==> src/rtl/serial_pattern_gen.sv <==
// serial_pattern_gen: LSB-first serial pattern source with repeat and stall.
// Feeds the single-bit x input of the sequence detectors.
module serial_pattern_gen #(
  parameter int WIDTH = 8,
  parameter int LEN_W = 3,
  parameter int REP_W = 4
) (
  input  logic             clk,
  input  logic             rst,
  input  logic             start,
  input  logic [WIDTH-1:0] pattern,
  input  logic [LEN_W-1:0] len,
  input  logic [REP_W-1:0] reps,
  input  logic             hold,
  output logic             x,
  output logic             x_valid,
  output logic             busy,
  output logic             done,
  output logic [1:0]       stateReg
);

  typedef enum logic [1:0] {
    IDLE  = 2'b00,
    LOAD  = 2'b01,
    SHIFT = 2'b10,
    DONE  = 2'b11
  } state_t;

  state_t           state;
  logic [WIDTH-1:0] pat_q;
  logic [LEN_W-1:0] len_q;
  logic [REP_W-1:0] reps_q;
  logic [WIDTH-1:0] shreg;
  logic [LEN_W-1:0] bitcnt;
  logic [REP_W-1:0] repcnt;
  logic [LEN_W-1:0] len_c;

  // lengths beyond the register width send the whole word
  assign len_c = (32'(len) >= WIDTH) ? LEN_W'(WIDTH - 1) : len;

  always_ff @(posedge clk or negedge rst) begin
    if (!rst) begin
      state  <= IDLE;
      pat_q  <= '0;
      len_q  <= '0;
      reps_q <= '0;
      shreg  <= '0;
      bitcnt <= '0;
      repcnt <= '0;
    end else begin
      unique case (state)
        IDLE: begin
          if (start) begin
            pat_q  <= pattern;
            len_q  <= len_c;
            reps_q <= reps;
            state  <= LOAD;
          end
        end
        LOAD: begin
          shreg  <= pat_q;
          bitcnt <= len_q;
          repcnt <= reps_q;
          state  <= SHIFT;
        end
        SHIFT: begin
          if (!hold) begin
            if (bitcnt != '0) begin
              shreg  <= shreg >> 1;
              bitcnt <= bitcnt - LEN_W'(1);
            end else if (repcnt != '0) begin
              shreg  <= pat_q;
              bitcnt <= len_q;
              repcnt <= repcnt - REP_W'(1);
            end else begin
              shreg  <= shreg >> 1;
              bitcnt <= bitcnt - LEN_W'(1);
              state  <= DONE;
            end
          end
        end
        DONE: begin
          state <= IDLE;
        end
        default: begin
          state <= IDLE;
        end
      endcase
    end
  end

  assign x        = (state == SHIFT) ? shreg[0] : 1'b0;
  assign x_valid  = (state == SHIFT) && !hold;
  assign busy     = (state == LOAD) || (state == SHIFT);
  assign done     = (state == DONE);
  assign stateReg = state;

endmodule

==> config.mk <==
export PLATFORM = sky130hd
export DESIGN_NAME = serial_pattern_gen
export DESIGN_NICKNAME = d
export VERILOG_FILES = /design/src/rtl/serial_pattern_gen.sv
export SDC_FILE = /design/constraint.sdc
export NUM_CORES = 1
export LEC_CHECK = 0
export BUFFER_PORTS_ARGS = -buffer_cell sky130_fd_sc_hd__buf_2
export CAP_MARGIN = 20
export CELL_PAD_IN_SITES_DETAIL_PLACEMENT = 0
export CELL_PAD_IN_SITES_GLOBAL_PLACEMENT = 1
export CORE_MARGIN = 5
export CORE_UTILIZATION = 43
export CTS_CLUSTER_SIZE = 12
export DETAILED_ROUTE_END_ITERATION = 10
export PLACE_DENSITY_LB_ADDON = 0.1
export REMOVE_ABC_BUFFERS = 1
export SLEW_MARGIN = 5
export SYNTH_ARGS = -nofsm -noshare
export SYNTH_HDL_FRONTEND = slang
export SYNTH_SLANG_ARGS = --single-unit
==> constraint.sdc <==
create_clock -name clk -period 2.13 [get_ports clk]
set_clock_uncertainty 0.1 [all_clocks]
set_input_delay 0.426 -clock clk [delete_from_list [all_inputs] [get_ports clk]]
set_output_delay 0.426 -clock clk [all_outputs]
set_load 0.01 [all_outputs]
Word-level counts from Yosys, hierarchy flattened
Index checks and enable logic that the tools add are counted.
- input bits: 19
- register bits: 32
- logic and storage cells: 46
- output and inout bits: 6
- reductions and logical operators: 11
- equal/unequal tests: 8
- mux-type cells: 18
- add/subtract/negate cells: 2
- operator list (cell ; number):
    $mux W8 ; 3
    $pmux W8 S2 ; 1
    $mux W4 ; 3
    $ne A2 B2 Y1 const B ; 5
    $mux W3 ; 3
    $mux W2 ; 4
    $pmux W2 S4 ; 1
    $pmux W4 S2 ; 1
    $reduce_and A4 Y1 ; 2
    $pmux W3 S2 ; 1
    $eq A2 B2 Y1 const B ; 2
    $reduce_and A2 Y1 ; 2
    $reduce_bool A4 Y1 ; 1
    $sub A4 B1 Y4 const B ; 1
    $reduce_bool A3 Y1 ; 1
    $sub A3 B1 Y3 const B ; 1
    $eq A2 B1 Y1 const B ; 1
    $logic_not A2 Y1 ; 1
    $reduce_bool A2 Y1 ; 1
    $logic_and A1 B1 Y1 ; 1
    $logic_not A1 Y1 ; 1
    $logic_or A1 B1 Y1 ; 1
    $mux W1 ; 1

Longest topological paths before layout
Gate-level depths: netlist of the first run.
- depth after elaboration: 5
- gate-level depth with buffers: 7
- depth with buffers taken out: 7

Worst setup path after synthesis of the first run
No wires, ideal clock.
- path kind: flip-flop to flip-flop
- start: register state[0], in the netlist stateReg[0]
- end: register state[1], in the netlist stateReg[1]
- path buffers: 1
- clock period less this slack: 1701 ps
- data required time: 1905 ps
- cell stages (with the launch flop): 7
- setup slack: 429 ps
- arrival time: 1476 ps
- library setup time: 125 ps
- cell sequence: dfrtp_1 -> inv_1 -> ha_1 -> buf_2 -> o21ai_0 -> o221a_2 -> mux2_4
- longest elaborated chain between the ends: 3
- elaborated cells between the ends (all ways): 10
- classes of those cells: eq/ne (7); mux (1); reduce/logical (2)
- ends and longest elaborated chain (element ; RTL line ; source):
    from (decl) ; 29 ; state_t state;
    from (signal assigned) ; 43 ; state <= IDLE;
    from (signal assigned) ; 57 ; state <= LOAD;
    from (signal assigned) ; 64 ; state <= SHIFT;
    $eq A2 B2 Y1 or $logic_not A2 Y1 (tied branches) ; 51 ; unique case (state)
    $ne A2 B2 Y1 (no source line) ; - ;
    $reduce_and A4 Y1 (no source line) ; - ;
Several ways; a longest one is shown, not always the timed one.
A chain may end at the register's enable or synchronous reset.

Final worst setup path of the first run
- start: register state[0], in the netlist stateReg[0]
- end: output port x
- longest elaborated chain between the ends: 2
- ends and longest elaborated chain (element ; RTL line ; source):
    $eq A2 B2 Y1 ; 92 ; assign x = (state == SHIFT) ? shreg[0] : 1'b0;
    $mux W1 ; 92 ;
    to (decl) ; 15 ; output logic x,
No other way between the ends.

==> summary.txt, run 1 <==
Timing
  – Max-slew violations: 0
  – Total negative slack: 0 ps
  – Tightest Pin Transition: 691 ps
  – RSZ-0062 raised after global routing: false
  – Fmax: 502 MHz
  – Count of final hold-check violations: 0
  – Crit share post-route: 0.935
  – Relative slew slack: 0.540
  – Final Critical Period: 1990 ps
  – Setup-failing EPs final: 0

Run status
  – Run status: finished, final reports clean

Clock network
  – Root cell of the clock tree: clkbuf_8
  – Cts-stage hold buffer count: 0
  – Post_cts resized: 0
  – CTS Buffer Depth: 2
  – H-tree Lvls: 2
  – Number of buffers created by CTS: 5
  – Clk_lat worst skew: 280 ps
  – CTS sink count: 32
  – Post-CTS Setup Bufs: 0
  – TritonCTS clock tree: done
  – Clk slew on worst S/H paths: 60 ps

Final layout
  – Most common cell after layout, fill and taps aside: dfrtp_1
  – Fin area: 1850 um^2
  – Most frequent cells in the layout: 32 x dfrtp_1, 24 x buf_2, 17 x a21oi_1, 15 x nand2_1, 15 x mux2_2
  – Core Util, Final: 0.509
  – Ant. Diodes: 0
  – Non-filler cells, final: 223
  – Layout net count: 201
  – Share of layout cells above drive strength 1: 0.320
  – Area Overhead vs Synth: 16.5%

Place
  – Gpl congestion: 0.768
  – Post-place instance area: 1770 um^2
  – Post-DP HPWL: 2290 um
  – Port Buffers: 24
  – Placed Cells: 216

Pwr
  – PwrDens: 1590 nW/um^2
  – P_leak: 0.874 nW
  – Total Power: 2.94 mW
  – Peak VDD IR: 0.677 mV

Critical path
  – WP data required: 1600 ps
  – Highest net fanout along the worst path: 8
  – CP cell instances: inv_1, ha_2, buf_4, and2_1, buf_2
  – CP max stage delay: 420 ps
  – Worst R2R End: bitcnt[1]
  – Worst r2r src: repcnt[0]
  – Setup Crit Path Kind: reg2out
  – CP Data Arrival Time: 1470 ps
  – Critical Path Source: stateReg[0]
  – Slowest stage cell, crit path: dfrtp_1
  – Setup crit end: x
  – Crit. End Element: output pin
  – R2R Setup Slk: 310 ps
  – Worst Reg-to-Reg Cells: 7
  – CP Launch Type: flip-flop

Synth
  – Adder-Cell Fraction of Synth Area: 0.0551
  – Synth Area per Inst: 10.9 um^2
  – Synth warn: 0
  – Main flop type after synthesis: dfrtp_1
  – FF+latch count, synth: 32
  – XOR/XNOR share of the synthesized area: 0.00551
  – Synth Area in Compound Gates: 0.125
  – Number of flops mapped to enable cells by yosys: 0
  – Cell area after synthesis: 1590 um^2
  – Register area share after synthesis: 0.504
  – Largest family of logic cells by synthesized area: simple AND/OR/NAND/NOR gates
  – Cell count after synthesis: 146
  – Asr flop ratio synth: 1.00
  – Synth cell types: 36
  – Post-synthesis mux area share: 0.122
  – Simple-Gate Fraction of Synth Area: 0.146

Global route
  – Grt total ovfl: 0
  – Initial antenna violation count: 0
  – Largest net degree at the start of global routing: 33
  – First-pass GRT wire length: 5240 um
  – GRT Util Overall: 0.136
  – Vias in the first global route: 1125

Routing
  – # DRC: 0
  – DR vias/cell: 5.15
  – DRT Pass-1 Iters: 6
  – Via count: 1149
  – DRT Wirelength: 3170 um
  – Final ANT Viol Nets: 0
  – Wirelength per Cell: 14.2 um
  – Number of DRC markers in iteration 0: 87

Floorplan
  – Initial core utilization: 0.437
  – DIE AREA: 5010 um^2
  – IO Pins: 25
  – Std-Cell Rows: 22
  – Die Wd: 70.8 um
  – Die Height: 70.8 um
  – CORE AREA: 3630 um^2

Hold path
  – Min-Delay Path Class: in2async

Job
  – Maxcap violations: 0
==> worst min path at each step <==
stage	to	slack (ps)	cells past startpoint
final	reps_q[0]	90	1
after global routing	bitcnt[1]	160	1
after CTS	len_q[1]	120	1
after detailed placement	shreg[7]	360	2
after global placement	shreg[7]	350	2
after floorplan	bitcnt[0]	30	0
==> registers in the layout (all words and copies together) (netlist names) <==
name,count
repcnt,4
stateReg,2
pat_q,8
shreg,8
bitcnt,3
reps_q,4
len_q,3
==> critical path, delay by kind of cell (launching register included) <==
family	cells	cell delay, ps
flip-flops	1	420
buffers and inverters	3	400
adder cells (fa/ha/maj)	1	240
AND/OR/NAND/NOR	1	130
==> routing by layer <==
metal	vias to the layer above	part of all wire	global-route usage
met5	-	0	0
met4	0	0.0098	0.0543
met3	4	0.052	0.0582
met2	26	0.47	0.204
met1	548	0.46	0.174
li1	571	-	-
==> power breakdown <==
group,switching [mW],internal [mW],leakage [nW]
combinational,0.724,0.647,0.461
sequential,0.215,0.929,0.373
clock,0.206,0.222,0.0410
==> cell type report <==
type,count,area (um^2)
Tap cell,48,60.1
Sequential cell,32,801
Timing Repair Buffer,27,155
Clock buffer,6,72.6
Clock inverter,1,5.00
Inverter,9,33.8
Fill cell,353,1780
Multi-Input combinational cell,100,723
==> synth_stat cells, types with 2 or more instances <==
cell type	instances	area, um^2
buf_2	3	15.0
inv_1	9	33.8
a211oi_1	2	15.0
ha_1	7	87.6
nor2_1	10	37.5
o211ai_1	3	22.5
nand2b_1	3	18.8
nand2_1	15	56.3
nand3_1	4	20.0
nand4_1	3	18.8
dfrtp_1	32	801
a21oi_1	17	85.1
mux2_2	15	169
==> cell families (layout without fill, tap and decap cells) <==
| logic type | after synthesis | count (layout) |
|---|---|---|
| fa+ha+maj | 7 | 7 |
| compound gates | 31 | 31 |
| buf+inv | 14 | 43 |
| mux | 17 | 17 |
| simple gates | 44 | 44 |
| flops | 32 | 32 |
| xor+xnor | 1 | 1 |
==> metrics by stage <==
stage	worst slack, ps	hold slack (ps)
6_report	138	87.4
3_3_place_gp	373	353
4_1_cts	69.4	117
3_5_place_dp	324	362
5_1_grt	31.0	159
2_1_floorplan	348	30.4
Note: power is estimated with default switching activity, not from simulation.
==> inputs of run 2 (changes only) <==
==> constraint.sdc (replaced) <==
create_clock -name clk -period 1.9 [get_ports clk]
set_clock_uncertainty 0.1 [all_clocks]
set_input_delay 0.38 -clock clk [delete_from_list [all_inputs] [get_ports clk]]
set_output_delay 0.38 -clock clk [all_outputs]
set_load 0.01 [all_outputs]
==> summary.txt, run 2 (synthesis gave the netlist of run 1 again) <==
Run status
  – Run status: finished, final reports clean

Critical path
  – CP Data Arrival Time: 1340 ps
  – Worst R2R End: stateReg[1]
  – Setup crit end: x
  – Setup Crit Path Kind: reg2out
  – Worst Reg-to-Reg Cells: 5
  – WP data required: 1420 ps
  – Worst r2r src: repcnt[0]
  – Highest net fanout along the worst path: 6
  – Crit. End Element: output pin
  – CP Launch Type: flip-flop
  – R2R Setup Slk: 90 ps
  – Critical Path Source: stateReg[1]

Routing
  – # DRC: 0
  – Final ANT Viol Nets: 0
  – Wirelength per Cell: 14.3 um
  – Via count: 1154
  – DRT Wirelength: 3270 um
  – DR vias/cell: 5.06
  – Number of DRC markers in iteration 0: 50
  – DRT Pass-1 Iters: 4

Global route
  – Largest net degree at the start of global routing: 18
  – Grt total ovfl: 0
  – Initial antenna violation count: 0
  – Vias in the first global route: 1191
  – GRT Util Overall: 0.147
  – First-pass GRT wire length: 5750 um

Final layout
  – Largest regs: pat_q (8), shreg (8)
  – Most common cell after layout, fill and taps aside: dfrtp_1
  – Filler instances: 362
  – Most frequent cells in the layout: 31 x dfrtp_1, 24 x buf_2, 17 x a21oi_1, 15 x mux2_2, 14 x nand2_1
  – Fin area: 1900 um^2
  – Layout net count: 206
  – Share of layout cells above drive strength 1: 0.356
  – Area Overhead vs Synth: 19.8%
  – Ant. Diodes: 0

Place
  – Post-place instance area: 1790 um^2
  – Post-DP HPWL: 2340 um
  – Gpl congestion: 0.770
  – Port Buffers: 24

Pwr
  – Gate power share: 0.473
  – P_leak: 0.895 nW
  – PwrDens: 1760 nW/um^2
  – Int Power: 2.06 mW
  – Peak VDD IR: 0.790 mV
  – Sequential share of power: 0.381
  – Net Sw Power: 1.30 mW
  – Switch share: 0.387
  – Clock group share of total power: 0.146

Clock network
  – Clk_lat worst skew: 290 ps
  – TritonCTS clock tree: done
  – H-tree Lvls: 2
  – CTS sink count: 32
  – CTS Buffer Depth: 2
  – Clk slew on worst S/H paths: 60 ps
  – Root cell of the clock tree: clkbuf_8
  – Number of buffers created by CTS: 5

Timing
  – Setup-failing EPs final: 0
  – Crit share post-route: 0.957
  – Final Critical Period: 1820 ps
  – RSZ-0062 raised after global routing: false
  – Count of final hold-check violations: 0
  – Relative slew slack: 0.718
  – Max-slew violations: 0
  – Total negative slack: 0 ps
  – Fmax: 550 MHz
  – Tightest Pin Transition: 423 ps

Floorplan
  – Std-Cell Rows: 22
  – Die Height: 70.8 um
  – DIE AREA: 5010 um^2
  – IO Pins: 25
  – Die Wd: 70.8 um
  – Initial core utilization: 0.437
  – CORE AREA: 3630 um^2

Job
  – Maxcap violations: 0

Hold path
  – Min-Delay Path Class: in2reg
run 2: area by class of cell:
| cell class | count | area, um^2 | share of cell area |
|---|---|---|---|
| sequential | 32 | 802 | 0.421 |
| tap | 48 | 60.1 | 0.0315 |
| inverter | 9 | 33.8 | 0.0177 |
| timing repair buffer | 32 | 195 | 0.102 |
| clock buffer | 6 | 72.6 | 0.0381 |
| clock inverter | 1 | 5.00 | 0.00263 |
| multi-input combinational | 100 | 736 | 0.386 |
run 2: metal layers:
metal / vias up / global-route usage / part of all wire
met3: 7 / 0.0313 / 0.039
met1: 546 / 0.194 / 0.46
li1: 581 / - / -
met4: 0 / 0.0752 / 0.021
met5: - / 0 / 0
met2: 20 / 0.227 / 0.48
run 2: worst min path at each step:
| stage | start | end | depth (start not counted) |
|---|---|---|---|
| 6_report | len[1] | len_q[1] | 2 |
| 5_1_grt | pattern[6] | pat_q[6] | 2 |
| 4_1_cts | pattern[4] | pat_q[4] | 2 |
| 3_5_place_dp | rst | reps_q[0] | 1 |
| 3_3_place_gp | rst | reps_q[0] | 1 |
| 2_1_floorplan | rst | bitcnt[0] | 0 |
run 2: power groups by stage:
stage	clock network [mW]	logic [mW]	registers, mW
floorplan	0	1.14	1.23
global placement	0	1.54	1.28
detailed placement	0	1.56	1.29
CTS	0.509	1.61	1.28
global route	0.537	1.81	1.33
finish	0.490	1.59	1.28
run 2: per-stage QoR:
step	setup WS (ps)	power, mW	util	hold WS [ps]	std cells
finish	82.3	3.36	0.524	225	228
global route	8.13	3.68	0.524	217	228
CTS	51.7	3.40	0.523	219	228
detailed placement	67.2	2.85	0.493	239	219
global placement	81.4	2.82	0.493	239	219
floorplan	118	2.36	-	-15.6	141
run 2: worst max-delay path, cell delays in order (launching register included):
cell and delay (ps):
dfrtp_2 450, ha_4 190, buf_4 150, and2_1 130
buf_2 130
run 2: what timing repair did:
| item | 4_1_cts | 5_1_grt |
|---|---|---|
| endpoints found under the setup margin | 2 | 6 |
| gates resized for setup | 3 | 3 |
| buffers inserted | 1 | 0 |
| endpoints found under the hold margin | 16 | 0 |
| hold buffers | 1 | 0 |
